## config.mk

```make
export PLATFORM = sky130hd
export DESIGN_NAME = spi_ram_ctrl
export DESIGN_NICKNAME = d
export VERILOG_FILES = /design/src/rtl/spi_ram_pkg.sv /design/src/rtl/spi_clk_div.sv /design/src/rtl/spi_ram_ctrl.sv
export SDC_FILE = /design/constraint.sdc
export NUM_CORES = 1
export LEC_CHECK = 0
export BUFFER_PORTS_ARGS = -buffer_cell sky130_fd_sc_hd__clkbuf_2
export CORE_ASPECT_RATIO = 1.1
export CORE_MARGIN = 1.5
export CORE_UTILIZATION = 51
export CTS_BUF_LIST = sky130_fd_sc_hd__clkbuf_8
export DETAILED_ROUTE_END_ITERATION = 6
export GPL_ROUTABILITY_DRIVEN = 0
export PLACE_DENSITY = 0.86
export SLEW_MARGIN = 10
export SYNTH_ARGS = -nofsm -noshare
export SYNTH_HDL_FRONTEND = slang
export SYNTH_SLANG_ARGS = --single-unit
```

## constraint.sdc

```tcl
create_clock -name clk -period 1.5 [get_ports clk]
set_input_delay 0.15 -clock clk [delete_from_list [all_inputs] [get_ports clk]]
set_output_delay 0.15 -clock clk [all_outputs]
set_load 0.005 [all_outputs]
```

## src/rtl/spi_ram_pkg.sv

```systemverilog
// Shared types and constants for the SPI serial-RAM controller.
package spi_ram_pkg;

    typedef enum logic [2:0] {
        IDLE  = 3'd0,
        SETUP = 3'd1,
        SHIFT = 3'd2,
        HOLD  = 3'd3,
        DONE  = 3'd4
    } state_t;

    typedef enum logic {
        REQ_FETCH = 1'b0,
        REQ_DATA  = 1'b1
    } req_id_t;

    localparam logic [7:0] CMD_READ  = 8'h03;
    localparam logic [7:0] CMD_WRITE = 8'h02;

    function automatic logic [7:0] cmd_for(input logic is_write);
        return is_write ? CMD_WRITE : CMD_READ;
    endfunction

endpackage

```

## src/rtl/spi_clk_div.sv

```systemverilog
// SCK half-period timer: while enabled, alternates rise/fall strobes every HALF_DIV clk cycles.
module spi_clk_div #(
    parameter int HALF_DIV = 1
) (
    input  logic clk,
    input  logic rst_n,
    input  logic en,
    output logic rise,
    output logic fall
);

    logic [7:0] cnt_reg;
    logic       phase_reg;
    logic       tick;

    assign tick = en && (cnt_reg == 8'(HALF_DIV - 1));
    assign rise = tick && !phase_reg;
    assign fall = tick && phase_reg;

    always_ff @(posedge clk or negedge rst_n) begin
        if (!rst_n) begin
            cnt_reg   <= '0;
            phase_reg <= 1'b0;
        end else if (!en) begin
            cnt_reg   <= '0;
            phase_reg <= 1'b0;
        end else if (tick) begin
            cnt_reg   <= '0;
            phase_reg <= ~phase_reg;
        end else begin
            cnt_reg <= cnt_reg + 8'd1;
        end
    end

endmodule

```

## src/rtl/spi_ram_ctrl.sv

```systemverilog
// Two-requester SPI serial-RAM controller (mode 0, one byte per frame).
// Define SPI_RAM_WRITE_EN to add the write path; otherwise every frame is a read.
module spi_ram_ctrl
    import spi_ram_pkg::*;
#(
    parameter int ADDR_W   = 16,
    parameter int HALF_DIV = 1
) (
    input  logic              clk,
    input  logic              rst_n,
    input  logic              ena,
    input  logic              f_req,
    input  logic [ADDR_W-1:0] f_addr,
    input  logic              d_req,
    input  logic              d_we,
    input  logic [ADDR_W-1:0] d_addr,
    input  logic [7:0]        d_wdata,
    output logic [7:0]        rdata,
    output logic              f_done,
    output logic              d_done,
    output logic              busy,
    output logic              spi_cs_n,
    output logic              spi_sck,
    output logic              spi_mosi,
    input  logic              spi_miso
);

    localparam int N     = 16 + ADDR_W;
    localparam int CNT_W = $clog2(N + 1);

    state_t            state_reg, state_next;
    req_id_t           last_gnt_reg, gnt_next;
    logic              grant;
    logic [N-1:0]      frame_next;
    logic [N-1:0]      tx_reg;
    logic [7:0]        rx_reg;
    logic [7:0]        rdata_reg;
    logic [CNT_W-1:0]  bit_cnt_reg;
    logic              sck_reg;
    logic              sck_rise, sck_fall;
    logic              shift_en;
    logic              rd_frame;

    // Data wins ties unless it also won last time while fetch was waiting.
    always_comb begin
        grant    = ena && (f_req || d_req) && (state_reg == IDLE);
        gnt_next = (d_req && !(f_req && last_gnt_reg == REQ_DATA)) ? REQ_DATA : REQ_FETCH;
    end

`ifdef SPI_RAM_WRITE_EN
    logic wr_next, wr_reg;
    assign wr_next    = (gnt_next == REQ_DATA) && d_we;
    assign frame_next = {cmd_for(wr_next),
                         (gnt_next == REQ_DATA) ? d_addr : f_addr,
                         wr_next ? d_wdata : 8'h00};
    assign rd_frame   = !wr_reg;

    always_ff @(posedge clk or negedge rst_n) begin
        if (!rst_n)
            wr_reg <= 1'b0;
        else if (grant)
            wr_reg <= wr_next;
    end
`else
    logic unused_write_inputs;
    assign unused_write_inputs = ^{d_we, d_wdata};
    assign frame_next = {CMD_READ, (gnt_next == REQ_DATA) ? d_addr : f_addr, 8'h00};
    assign rd_frame   = 1'b1;
`endif

    assign shift_en = (state_reg == SHIFT);

    spi_clk_div #(.HALF_DIV(HALF_DIV)) u_clk_div (
        .clk   (clk),
        .rst_n (rst_n),
        .en    (shift_en),
        .rise  (sck_rise),
        .fall  (sck_fall)
    );

    always_ff @(posedge clk or negedge rst_n) begin
        if (!rst_n)
            state_reg <= IDLE;
        else
            state_reg <= state_next;
    end

    always_comb begin
        state_next = state_reg;
        case (state_reg)
            IDLE:    if (grant) state_next = SETUP;
            SETUP:   state_next = SHIFT;
            SHIFT:   if (sck_fall && bit_cnt_reg == CNT_W'(N)) state_next = HOLD;
            HOLD:    state_next = DONE;
            DONE:    state_next = IDLE;
            default: state_next = IDLE;
        endcase
    end

    always_comb begin
        busy     = (state_reg != IDLE);
        spi_cs_n = (state_reg == IDLE) || (state_reg == DONE);
        f_done   = (state_reg == DONE) && (last_gnt_reg == REQ_FETCH);
        d_done   = (state_reg == DONE) && (last_gnt_reg == REQ_DATA);
    end

    // MISO is captured on SCK rise; MOSI only advances on SCK fall.
    always_ff @(posedge clk or negedge rst_n) begin
        if (!rst_n) begin
            last_gnt_reg <= REQ_FETCH;
            tx_reg       <= '0;
            rx_reg       <= '0;
            rdata_reg    <= '0;
            bit_cnt_reg  <= '0;
            sck_reg      <= 1'b0;
        end else begin
            if (grant) begin
                last_gnt_reg <= gnt_next;
                tx_reg       <= frame_next;
                bit_cnt_reg  <= '0;
            end
            if (sck_rise) begin
                sck_reg <= 1'b1;
                rx_reg  <= {rx_reg[6:0], spi_miso};
                if (bit_cnt_reg != CNT_W'(N))
                    bit_cnt_reg <= bit_cnt_reg + 1'b1;
            end
            if (sck_fall) begin
                sck_reg <= 1'b0;
                tx_reg  <= {tx_reg[N-2:0], 1'b0};
            end
            // Loaded on entry to DONE so rdata is already valid during the done pulse.
            if (state_reg == HOLD && rd_frame)
                rdata_reg <= rx_reg;
        end
    end

    assign spi_sck  = sck_reg;
    assign spi_mosi = tx_reg[N-1];
    assign rdata    = rdata_reg;

endmodule
```

==> flow_metrics.tcl <==
set metrics [dict create \
    cp-end-kind "flip-flop" \
    holdWs_ns 0.181 \
    ir_drop_mv 1.22 \
    cts_buffer_depth 2 \
    slew_violations 0 \
    cts_buffers 9 \
    skew_ns 0.00696 \
    place_hpwl_um 4110 \
    min_path_cells 4 \
    synth_top_area_share_pct 52.9 \
    syn_nets 362 \
    critical_path_class "reg -> reg" \
    min_period_ns 1.76 \
    hold_violations 0 \
    die_y_um 81.2 \
    ant_nets 0 \
    failed_checks "setup timing" \
    ios 61 \
    place.port_buffers 51 \
    setup_viol 42 \
    coreArea_um2 5360 \
    chipWidth_um 74.1 \
    reg2reg_depth 9 \
    critical-path-max-stage-delay_ns 0.40 \
    crit_arrival_ns 2.00 \
    placed_area_um2 3360 \
    grt_max_degree 61 \
    synth-main-ff-cell "dfrtp_1" \
    synth_common_cells "nand2_1 (110), dfrtp_1 (60), nor2_1 (20)" \
    cp_top_family "buffers and inverters" \
    overflow 0 \
    path_common_cell "nand2_1" \
    largest_register_ffs 24 \
    antenna_cells 0 \
    rsz0062_at_grt "true" \
    ys_seq_elements 60 \
    tns_ns -7.12 \
    preCtsSetupSlack_ns -0.172 \
    start_kind "flip-flop" \
    worstHoldPathType "in -> reg" \
    avgRoutedWirePerCell_um 15.6 \
    remaining_drc_errors 0 \
    r2r-end "rx_reg[6]" \
    critical_path_peak_fanout 6 \
    insertion_delay_ns 0.35 \
    clk_root_buffer_cell "clkbuf_8" \
    grt_usage_pct 23.1 \
    max_slew_margin_pct 64.1 \
    hold_start "d_addr[3]" \
    syn_to_final_growth_pct 42.7 \
    final_nets 454 \
    cts_sinks 60 \
    crit_required_ns 1.74 \
    clk_pin_slew_ns 0.07 \
    cts_tree "yes" \
    max_cap_violations 0 \
    cts_htree_levels 3 \
    fillers 341 \
    rows 28 \
    dr_total_vias 2599 \
    dieArea_um2 6020 \
    ys_async_sr_fraction_pct 100 \
    p_per_area_nw_per_um2 1810 \
    seqCellArea_um2 1500 \
    netlist_instances 311 \
    p_leak_nw 2.05 \
    ys_warn_count 0 \
    antenna_found_initial 0 \
    worst_slack_ns -0.255 \
    crit_cells 9 \
    status "complete, but fails checks" \
    synth_area_leaders "dfrtp_1 (53%), nand2_1 (15%), and3_1 (2.9%)" \
    initialDrtViolationCount 257 \
    cp_slowest_cell "dfrtp_1" \
    r2r_start "u_clk_div.cnt_reg[1]" \
    final_cell_area_um2 4050 \
    fmax_ghz 0.570 \
    initial_core_util_pct 52.9 \
    cp-endpoint "rx_reg[6]" \
    tightest_slew_ns 0.533 \
    wl_um 7550 \
    yosysMostFrequentCell "nand2_1" \
    ff2ff_setup_slack_ns -0.26 \
    drive_gt1_share_pct 38.0 \
    vias_per_cell 5.38 \
    synth_edf_count 0 \
    syn_area_um2 2840 \
    firstDrtPassIters 4 \
    avgSynthCellArea_um2 9.12 \
    path_buf_inv 4 \
    yosysSeqAreaShare_pct 52.9 \
    multi_input_area_um2 1470 \
    synth_top_cell_by_area "dfrtp_1" \
    grt_pass1_vias 2337 \
    ys_types 41 \
    fin_crit_sh_pct 117 \
    critPathLaunch "u_clk_div.cnt_reg[1]" \
    grt_pass1_wl_um 10300 \
    crit_chain "inv_1, ha_1, nor3b_4, buf_6, nand4_4, buf_4, buf_2, nand2_1, nand2_1" \
]
-- report_power, final --
group / switching (mW) / internal [mW]
Combinational: 1.44 / 1.42
Clock: 0.643 / 1.19
Sequential: 0.452 / 2.20
-- cells in the final DEF, fill, tap and decap left out, types with 3 or more instances in the layout --
cell type / netlist / layout
nand2_1: 110 / 97
dfrtp_1: 60 / 58
clkbuf_2: 1 / 50
buf_4: 1 / 27
nor2_1: 20 / 18
and3_1: 13 / 11
nand2_2: 0 / 11
clkbuf_8: 0 / 11
inv_1: 9 / 10
a21oi_1: 10 / 7
a221o_1: 7 / 7
buf_6: 1 / 7
o31ai_4: 0 / 5
nand3_1: 5 / 4
nor3_1: 6 / 4
xor2_1: 4 / 4
xnor2_1: 4 / 4
o21ai_2: 0 / 4
buf_12: 0 / 4
mux2i_1: 3 / 3
o31ai_1: 9 / 3
ha_1: 4 / 3
bufinv_16: 0 / 3
-- stage by stage --
| stage | std cells | util [%] | total power [mW] |
|---|---|---|---|
| global placement | 452 | 62.7 | 4.49 |
| detailed placement | 452 | 62.7 | 4.60 |
| global route | 483 | 75.6 | 7.74 |
| finish | 483 | 75.6 | 7.34 |
| CTS | 471 | 69.2 | 6.64 |
| floorplan | 311 | - | 3.80 |
-- layout make-up --
class | count | area share [%]
Clock buffer | 11 | 3.74
Tap cell | 75 | 2.32
Sequential cell | 60 | 37.1
Timing Repair Buffer | 95 | 17.2
Multi-Input combinational cell | 227 | 36.2
Clock inverter | 5 | 2.44
Inverter | 10 | 0.927
-- metal layers --
metal	track usage [%]	part of all wire, %	wire (um)
met2	36.3	53	3970
met1	29.3	40	3010
met5	0	0	0
met3	4.09	4.2	318
met4	14.4	3.3	250
-- cell families (layout without fill, tap and decap cells) --
| group | count (synthesis) | in the layout | synth area share, % |
|---|---|---|---|
| AND/OR/NAND/NOR | 169 | 169 | 26.9 |
| flip-flops | 60 | 60 | 52.9 |
| AO/OA/AOI/OAI | 42 | 42 | 10.5 |
| buffers and inverters | 24 | 121 | 4.01 |
| XOR/XNOR | 8 | 8 | 2.47 |
| adder cells (fa/ha/maj) | 4 | 4 | 1.76 |
| multiplexers | 4 | 4 | 1.46 |
-- worst register-to-register path: stages, from the launching register on --
cell and delay (ns):
dfrtp_1 0.40, inv_1 0.07, ha_1 0.13, nor3b_4 0.25, buf_6 0.15, nand4_4 0.15, buf_4 0.20, buf_2 0.16
nand2_1 0.09, nand2_1 0.05
-- repair_timing --
item | CTS | global route
setup buffers | 2 | 9
pin swaps | 3 | 23
gates resized for setup | 27 | 49
gates cloned | 0 | 3
hold buffers | 2 | 0
endpoints found under the setup margin | 42 | 51
hold endpoints to repair | 61 | 0
-- worst min path at each step --
stage | end | slack, ns
2_1_floorplan | bit_cnt_reg[0] | -0.15
3_3_place_gp | tx_reg[22] | 0.18
3_5_place_dp | tx_reg[22] | 0.19
4_1_cts | tx_reg[12] | 0.17
5_1_grt | tx_reg[12] | 0.19
6_report | tx_reg[11] | 0.18
Note: power is estimated with default switching activity, not from simulation.
